$ cat config.mk
export PLATFORM = sky130hd
export DESIGN_NAME = matrix_pcpi_loader_flat
export DESIGN_NICKNAME = d
export VERILOG_FILES = /design/src/rtl/matrix_pcpi_loader_pkg.sv /design/src/rtl/matrix_pcpi_loader_if.sv /design/src/rtl/matrix_pcpi_loader.sv /design/src/flat_wrapper.sv
export SDC_FILE = /design/constraint.sdc
export NUM_CORES = 1
export LEC_CHECK = 0
export CAP_MARGIN = 20
export CORE_UTILIZATION = 25
export DETAILED_ROUTE_END_ITERATION = 10
export PLACE_DENSITY = 0.59
export SLEW_MARGIN = 20
export SYNTH_ARGS = -nofsm -noshare
export SYNTH_HDL_FRONTEND = slang
export SYNTH_SLANG_ARGS = --single-unit
$ cat constraint.sdc
create_clock -name clk -period 1.9 [get_ports clk]
set_input_delay 0.38 -clock clk [delete_from_list [all_inputs] [get_ports clk]]
set_output_delay 0.38 -clock clk [all_outputs]
set_load 0.03 [all_outputs]
$ cat src/rtl/matrix_pcpi_loader_pkg.sv
// Purpose : shared constants, state encoding and instruction encoder for the
//           matrix PCPI operand loader.
// Ports   : none (package).
package matrix_pcpi_pkg;

  // custom-0 major opcode used by the matrix coprocessor
  localparam logic [6:0] OPC_CUSTOM0 = 7'b0001011;

  localparam logic [2:0] F3_WRITE = 3'b000;
  localparam logic [2:0] F3_CLEAR = 3'b101;
  localparam logic [2:0] F3_START = 3'b111;

  // operand register map inside the coprocessor
  localparam int ADDR_A      = 0;
  localparam int ADDR_B      = 9;
  localparam int ADDR_BIAS   = 18;
  localparam int ADDR_THRESH = 27;

  localparam int ADDR_W = 5;

  typedef enum logic [2:0] {
    IDLE,
    LOAD,
    START,
    WAIT_BUSY,
    WAIT_DONE,
    CLEAR
  } state_e;

  // insn = {0, value[15:0], funct3, addr[4:0], custom-0}
  function automatic logic [31:0] encode_insn(input logic [2:0]        funct3,
                                              input logic [ADDR_W-1:0] addr,
                                              input logic [15:0]       value);
    return {1'b0, value, funct3, addr, OPC_CUSTOM0};
  endfunction

endpackage

$ cat src/rtl/matrix_pcpi_loader_if.sv
// Purpose : bundles the job control, operand stream and PCPI signals of the loader.
// Ports   : master = loader side (drives s_ready, pcpi_*, status);
//           slave  = environment side (drives cmd_*, s_valid/s_data, pcpi_wait/ready).
interface matrix_pcpi_loader_if;
  import matrix_pcpi_pkg::*;

  // job control / status
  logic        cmd_start;
  logic        cmd_abort;
  logic        busy;
  logic        done;
  logic        err_timeout;

  // operand stream
  logic        s_valid;
  logic        s_ready;
  logic [15:0] s_data;

  // PCPI towards the coprocessor
  logic        pcpi_valid;
  logic [31:0] pcpi_insn;
  logic        pcpi_wait;
  logic        pcpi_ready;

  modport master (
    input  cmd_start, cmd_abort, s_valid, s_data, pcpi_wait, pcpi_ready,
    output s_ready, pcpi_valid, pcpi_insn, busy, done, err_timeout
  );

  modport slave (
    output cmd_start, cmd_abort, s_valid, s_data, pcpi_wait, pcpi_ready,
    input  s_ready, pcpi_valid, pcpi_insn, busy, done, err_timeout
  );

endinterface

$ cat src/rtl/matrix_pcpi_loader.sv
// Purpose : turns an operand stream into custom-0 WRITE insns, then START, wait, CLEAR.
// Latency : an accepted beat appears as a WRITE one cycle later; START one cycle after last WRITE.
// Backpr. : s_ready is high for the whole LOAD phase only; no insn is ever re-issued.
// Ports   : clk, resetn (async, active low); ctl = matrix_pcpi_loader_if.master
//           (cmd_start/cmd_abort, s_valid/s_ready/s_data, pcpi_valid/insn/wait/ready,
//            busy, done, err_timeout).
module matrix_pcpi_loader
  import matrix_pcpi_pkg::*;
#(
  parameter int NUM_WORDS      = 28,
  parameter int TIMEOUT_CYCLES = 64
) (
  input  logic                   clk,
  input  logic                   resetn,
  matrix_pcpi_loader_if.master   ctl
);

  // timer may step one past the limit when the busy->done transition lands on the last cycle
  localparam int                TW        = $clog2(TIMEOUT_CYCLES + 1);
  localparam logic [ADDR_W-1:0] LAST_ADDR = ADDR_W'(NUM_WORDS - 1);
  localparam logic [TW-1:0]     TMO_LAST  = TW'(TIMEOUT_CYCLES - 1);

  state_e            state_q;
  logic [ADDR_W-1:0] addr_q, addr_d;
  logic [TW-1:0]     timer_q, timer_d;
  logic              pcpi_valid_q;
  logic [31:0]       pcpi_insn_q;
  logic              done_q;
  logic              err_q;
  logic              success_q;

  logic              beat;
  logic              tmo_hit;
  logic              coproc_done;

  assign addr_d      = addr_q + ADDR_W'(1);
  assign timer_d     = timer_q + TW'(1);
  assign beat        = ctl.s_valid & ctl.s_ready;
  assign tmo_hit     = (timer_q >= TMO_LAST);
  assign coproc_done = ctl.pcpi_ready & ~ctl.pcpi_wait;

  always_ff @(posedge clk or negedge resetn) begin
    if (!resetn) begin
      state_q      <= IDLE;
      addr_q       <= '0;
      timer_q      <= '0;
      pcpi_valid_q <= 1'b0;
      pcpi_insn_q  <= '0;
      done_q       <= 1'b0;
      err_q        <= 1'b0;
      success_q    <= 1'b0;
    end else begin
      // strobes default low so every insn lasts exactly one cycle
      pcpi_valid_q <= 1'b0;
      pcpi_insn_q  <= '0;
      done_q       <= 1'b0;

      case (state_q)
        IDLE: begin
          if (ctl.cmd_start) begin
            state_q   <= LOAD;
            addr_q    <= '0;
            err_q     <= 1'b0;
            success_q <= 1'b0;
          end
        end

        LOAD: begin
          // an abort wins over a beat arriving in the same cycle; that beat is lost
          if (ctl.cmd_abort) begin
            state_q <= CLEAR;
          end else if (beat) begin
            pcpi_valid_q <= 1'b1;
            pcpi_insn_q  <= encode_insn(F3_WRITE, addr_q, ctl.s_data);
            addr_q       <= addr_d;
            if (addr_q == LAST_ADDR) begin
              state_q <= START;
            end
          end
        end

        START: begin
          if (ctl.cmd_abort) begin
            state_q <= CLEAR;
          end else begin
            pcpi_valid_q <= 1'b1;
            pcpi_insn_q  <= encode_insn(F3_START, '0, '0);
            timer_q      <= '0;
            state_q      <= WAIT_BUSY;
          end
        end

        WAIT_BUSY: begin
          // pcpi_ready is stale from the WRITEs here; only the rise of pcpi_wait matters
          timer_q <= timer_d;
          if (ctl.cmd_abort) begin
            state_q <= CLEAR;
          end else if (ctl.pcpi_wait) begin
            state_q <= WAIT_DONE;
          end else if (tmo_hit) begin
            err_q   <= 1'b1;
            state_q <= CLEAR;
          end
        end

        WAIT_DONE: begin
          timer_q <= timer_d;
          if (ctl.cmd_abort) begin
            state_q <= CLEAR;
          end else if (coproc_done) begin
            success_q <= 1'b1;
            state_q   <= CLEAR;
          end else if (tmo_hit) begin
            err_q   <= 1'b1;
            state_q <= CLEAR;
          end
        end

        CLEAR: begin
          pcpi_valid_q <= 1'b1;
          pcpi_insn_q  <= encode_insn(F3_CLEAR, '0, '0);
          done_q       <= success_q;
          success_q    <= 1'b0;
          state_q      <= IDLE;
        end

        default: state_q <= IDLE;
      endcase
    end
  end

  assign ctl.s_ready     = (state_q == LOAD);
  assign ctl.busy        = (state_q != IDLE);
  assign ctl.pcpi_valid  = pcpi_valid_q;
  assign ctl.pcpi_insn   = pcpi_insn_q;
  assign ctl.done        = done_q;
  assign ctl.err_timeout = err_q;

endmodule

$ cat src/flat_wrapper.sv
// flat-port wrapper written by rule: the top's interface ports become plain ports
module matrix_pcpi_loader_flat import matrix_pcpi_pkg::*;
#(
  parameter int NUM_WORDS      = 28,
  parameter int TIMEOUT_CYCLES = 64
)
  (clk, resetn, ctl_cmd_start, ctl_cmd_abort, ctl_s_valid, ctl_s_data, ctl_pcpi_wait, ctl_pcpi_ready, ctl_s_ready, ctl_pcpi_valid, ctl_pcpi_insn, ctl_busy, ctl_done, ctl_err_timeout);
  matrix_pcpi_loader_if ctl_i ();
  input  logic clk;
  input  logic resetn;
  input wire logic [$bits(ctl_i.cmd_start)-1:0] ctl_cmd_start;
  input wire logic [$bits(ctl_i.cmd_abort)-1:0] ctl_cmd_abort;
  input wire logic [$bits(ctl_i.s_valid)-1:0] ctl_s_valid;
  input wire logic [$bits(ctl_i.s_data)-1:0] ctl_s_data;
  input wire logic [$bits(ctl_i.pcpi_wait)-1:0] ctl_pcpi_wait;
  input wire logic [$bits(ctl_i.pcpi_ready)-1:0] ctl_pcpi_ready;
  output wire logic [$bits(ctl_i.s_ready)-1:0] ctl_s_ready;
  output wire logic [$bits(ctl_i.pcpi_valid)-1:0] ctl_pcpi_valid;
  output wire logic [$bits(ctl_i.pcpi_insn)-1:0] ctl_pcpi_insn;
  output wire logic [$bits(ctl_i.busy)-1:0] ctl_busy;
  output wire logic [$bits(ctl_i.done)-1:0] ctl_done;
  output wire logic [$bits(ctl_i.err_timeout)-1:0] ctl_err_timeout;
  assign ctl_i.cmd_start = ctl_cmd_start;
  assign ctl_i.cmd_abort = ctl_cmd_abort;
  assign ctl_i.s_valid = ctl_s_valid;
  assign ctl_i.s_data = ctl_s_data;
  assign ctl_i.pcpi_wait = ctl_pcpi_wait;
  assign ctl_i.pcpi_ready = ctl_pcpi_ready;
  assign ctl_s_ready = ctl_i.s_ready;
  assign ctl_pcpi_valid = ctl_i.pcpi_valid;
  assign ctl_pcpi_insn = ctl_i.pcpi_insn;
  assign ctl_busy = ctl_i.busy;
  assign ctl_done = ctl_i.done;
  assign ctl_err_timeout = ctl_i.err_timeout;
  matrix_pcpi_loader #(.NUM_WORDS(NUM_WORDS), .TIMEOUT_CYCLES(TIMEOUT_CYCLES)) u_core (.clk(clk), .resetn(resetn), .ctl(ctl_i));
endmodule
==> run metrics, run 1 <==
wire length on met3=415 um; peak supply drop=0.5035 mV; Site Rows=33; FF+latch area=1051 sq um; Syn. warnings=0; RR Endpoint=u_core.timer_q[4]; die height=94.24 um; sequential-to-total area share from yosys stat=49.41%; vias=1692; most common cell in the netlist=dfrtp_1; Tot Pwr=0.003261 W; Resized Gates After CTS=0; CTS tree=done; Die Area=8881 sq um; Syn Area/Cell=10.58 sq um; PortBufs=54; core box area=8217 sq um; clock sink count=42; CP arrival=1.45 ns; Worst Hold Margin=about 0.5 ns; Synth area leader=dfrtp_1; Synth top cells by count=dfrtp_1 (42), and2_1 (23), buf_4 (13), nor2_1 (12), o21ai_1 (7); Layout area overhead=33.65%; Routed WL per cell=13.34 um; IO Count=60; DRT Pass-1 Iters=4; Routed Antenna Nets=0; Post-synth EDFFs=0; Synth Flop Type=dfrtp_1; vias in the first global route=1548; final hold viol count=0; r2r worst-path depth=4; FF-to-FF setup slack=0.25 ns; Tot GR Track Use=a little under an eighth; wirelength, routed=4.869 mm; share of cells above drive strength 1=14.62%; vias per cell=4.636; Final Slew Violations=0; Power Dens Cells=1147 nW/um^2; M1 wire length=2.290 mm; clk_lat worst skew=0.30 ns; H-tree depth=2; status=finished clean; CP Launch Type=register; Seq cells post-synth=42; Post-DP HPWL=3.520 mm; GPL Wtd Cong=0.7815; Synth async-reset ratio=100.0%; Crit Path Max Fanout=16; RSZ-0062 raised after global routing=no; uppermost layer routed=met4; Worst-path clk slew=approximately 0.090 ns; Place WS=0.02121 ns; Mapped Cells=201; Worst Path Required=1.52 ns; final core occ=between 30% and 40%; Nets=284; maximum number of pins on one net before global-route repair=25; Post-Syn Area=roughly 2100 sq um; Root Driver=clkbuf_8; initial antenna violation count=0; largest cells by area after synthesis=dfrtp_1 (49%), and2_1 (6.8%), buf_4 (4.6%); Period Utilization, post-route=between 90 and 100%; clock skew=0.005638 ns; first-pass GRT wire length=around 7.8 mm; Tightest Pin Transition=0.5377 ns; min cycle time layout=1.832 ns; DRT iter0 DRCs=between 80 and 90; Leak=1.247 nW; top-area cell type share of the netlist area=49.41%; max_cap viols=0; # DRC=0; post-synthesis cell type count=54; clock tree buffer depth=2; Worst setup EP type=output pin; setup_tns=0 ns; area taken by multi-input logic gates=900.9 sq um; Met2 Routed Length=2.125 mm; ant diodes=0; Slew HR=between 60% and 70%; Fill cells=826; Max Clk Rate=0.5459 GHz; worst r2r src=u_core.state_q[1]; Initial Utilization=25.89%; HP Class=in2async; Setup WS post-layout=0.06822 ns; CTS Buf Count=5; Overflow after GRT=0; Chip Width=94.24 um; Final setup viols=0; Setup CP Type=reg2out
cell families after synthesis:
group,share of synthesized area (%)
and+or+nand+nor,20.94
AOI/OAI and AO/OA,17.18
DFF,49.41
buffers and inverters,8.941
xor gates and xnor gates,1.647
adders and majority gates,1.176
other,0.1763
muxes,0.5294
per-stage QoR:
step	cells	area [sq um]
6_report	365	2843
5_1_grt	365	2843
4_1_cts	365	2843
3_5_place_dp	356	2743
3_3_place_gp	356	2743
2_1_floorplan	205	2142
worst max-delay path, stage by stage (launching register included):
cell      delay [ns]
dfrtp_1         0.69
nand2b_4        0.24
nor2_2          0.04
buf_4           0.18
layout by cell type (no fill, tap or decap), types with 6 or more instances in the layout:
master,count
a21oi_1,6
and2_1,23
buf_4,13
clkdlybuf4s50_1,51
dfrtp_1,42
nand2_1,6
nor2_1,12
o21ai_1,7
o22ai_1,6
power by group:
part	switching, W	internal [W]
clock network	0.000341	0.000259
logic	0.000836	0.000637
registers	0.000149	0.00104
total	0.00133	0.00193
final cells by class:
| cell class | instances | area share (%) |
|---|---|---|
| sequential | 42 | 36.97 |
| multi-input combinational | 136 | 31.69 |
| timing repair buffer | 67 | 22.62 |
| tap | 105 | 4.621 |
| clock buffer | 5 | 2.421 |
| inverter | 7 | 0.9243 |
| clock inverter | 3 | 0.7482 |
state kept, by name, summed over array words and instances (netlist names):
register                cells
u_core.addr_q               5
u_core.ctl.done             1
u_core.ctl.err_timeout      1
u_core.ctl.pcpi_insn       24
u_core.state_q              3
u_core.success_q            1
u_core.timer_q              7
per-layer routing:
metal | up-vias | track usage [%]
met3 | 6 | 3.398
met4 | 0 | 2.436
met5 | - | 0
met2 | 79 | 17.57
li1 | 814 | -
met1 | 793 | 15.41
repair_timing:
item                      in CTS  in global routing
hold endpoints to repair      12                  0
hold buffers                   1                  0
buffers inserted               0                  0
worst max path at each step:
stage,start,to,slack (ns),cells past startpoint
2_1_floorplan,u_core.state_q[1],u_core.ctl.pcpi_insn[9],0.41,6
5_1_grt,u_core.state_q[1],ctl_s_ready,0.003,3
4_1_cts,u_core.state_q[1],ctl_s_ready,0.07,3
6_report,u_core.state_q[1],ctl_s_ready,0.07,3
3_5_place_dp,ctl_cmd_abort,u_core.addr_q[3],0.02,5
3_3_place_gp,ctl_cmd_abort,u_core.addr_q[4],0.07,5
Power figures use the tool's default switching activity.
==> run 2: changes to the inputs <==
- CORE_MARGIN: not set -> 3
==> run metrics, run 2 (synthesized netlist as in run 1, its figures left out) <==
status=finished clean; Layout area overhead=33.24%; Resized Gates After CTS=0; Buf/Inv on CP=1; Final Slew Violations=0; final hold viol count=0; IO Count=60; CP max stage delay=0.54 ns; cell family with most CP delay=flip-flops; Final setup viols=0; Leak=1.241 nW; Setup CP Type=reg2out; Worst Path Required=around 1.5 ns; share of cells above drive strength 1=between 10 and 15%; PortBufs=54; vias=1661; Tightest Pin Transition=0.5069 ns; CP Launch Type=register; HP Class=in2async; H-tree depth=2; peak supply drop=~0.49 mV; DRT Pass-1 Iters=4; core box area=8258 sq um; Max Clk Rate=0.5681 GHz; CTS Buf Count=5; Overflow after GRT=0; CTS tree=done; Worst setup EP type=output pin; Chip Width=between 90 and 100 um; commonest cells after routing, fill and taps aside=clkdlybuf4s50_1 (51), dfrtp_1 (41), and2_1 (23); die height=98.24 um; clock sink count=42; Routed Antenna Nets=0; first-pass GRT wire length=7.741 mm; maximum number of pins on one net before global-route repair=25; GPL Wtd Cong=0.8355; Worst-path clk slew=0.09 ns; ant diodes=0; RSZ-0062 raised after global routing=no; clock tree buffer depth=2; wirelength, routed=approximately 4.7 mm; Place WS=around 0.12 ns; clock skew=0.01332 ns; final cell count without fillers=363; initial antenna violation count=0; Post-DP HPWL=3.458 mm; Site Rows=33; max_cap viols=0; vias per cell=4.576; vias in the first global route=1510; total placed cells including tap cells=between 300 and 400; most common cell after layout, fill and taps aside=clkdlybuf4s50_1; setup_tns=0 ns; DRT iter0 DRCs=89; CP arrival=1.38 ns; Routed WL per cell=13.06 um; min cycle time layout=1.760 ns; Power Dens Cells=1175 nW/um^2; Period Utilization, post-route=92.65%; hold_buf cts=0; Die Area=9651 sq um; Crit Path Max Fanout=17; Root Driver=clkbuf_8; # DRC=0; Critical Path, Cell by Cell=nor2_1, nand2_1, buf_4; Tot GR Track Use=9.885%; clk_lat worst skew=approximately 0.29 ns; Initial Utilization=25.76%; Nets=282; Slew HR=65.95%; Largest register FFs=24; post-CTS setup buffers=0; Setup WS post-layout=between 0.1 and 0.15 ns; crit path max-delay cell type=dfrtp_2
## run 2: cell count changes in the layout (fill, tap and decap cells not counted), sizes merged
cell,change
bufinv,+1
buf,-1
clkinv,-2
dlygate4sd3,-1
clkbuf,+1
## run 2: power by group
group,leakage (nW),switching [W],internal [W]
combinational,0.621,0.000811,0.000610
clock,0.0514,0.000305,0.000392
sequential,0.568,0.000169,0.00104
total,1.24,0.00129,0.00204
## run 2: per-stage QoR
| stage | utilization, % | cell area (sq um) | hold WS (ns) | total power [W] |
|---|---|---|---|---|
| 6_report | 34.32 | 2834 | 0.04421 | 0.003329 |
| 5_1_grt | 34.32 | 2834 | 0.06822 | 0.003543 |
| 4_1_cts | 34.30 | 2833 | 0.05764 | 0.003360 |
| 3_5_place_dp | 32.97 | 2723 | 0.3898 | 0.002641 |
| 3_3_place_gp | 32.97 | 2723 | 0.3806 | 0.002644 |
| 2_1_floorplan | - | 2142 | 0.08441 | 0.002243 |
## run 2: routing by layer
metal / share of wire [%] / vias up / GRT usage, %
li1: - / 810 / -
met1: 49 / 779 / 14.64
met2: 43 / 67 / 13.93
met3: 6.5 / 5 / 2.929
met4: 1.2 / 0 / 2.836
met5: 0 / - / 0
## run 2: path summary, 6_finish.rpt
| check | start | end | slack, ns | cells past startpoint |
|---|---|---|---|---|
| min in group clk | u_core.success_q | u_core.success_q | 0.51 | 1 |
| max in group asynchronous | resetn | u_core.timer_q[2] | 1.28 | 2 |
| max | u_core.state_q[0] | ctl_busy | 0.14 | 3 |
| min | resetn | u_core.ctl.pcpi_insn[16] | 0.04 | 1 |
| min reg2reg | u_core.success_q | u_core.success_q | 0.51 | 1 |
| max reg2reg | u_core.timer_q[0] | u_core.state_q[0] | 0.30 | 5 |
## run 2: area by class of cell
cell class	count	area, sq um
fillers	842	5424
flip-flops and latches	42	1052
multi-input cells	136	900.9
repair buffers	65	613.1
well taps	105	131.4
clock buffers	6	72.57
clock inverters	2	37.54
inverters	7	26.28
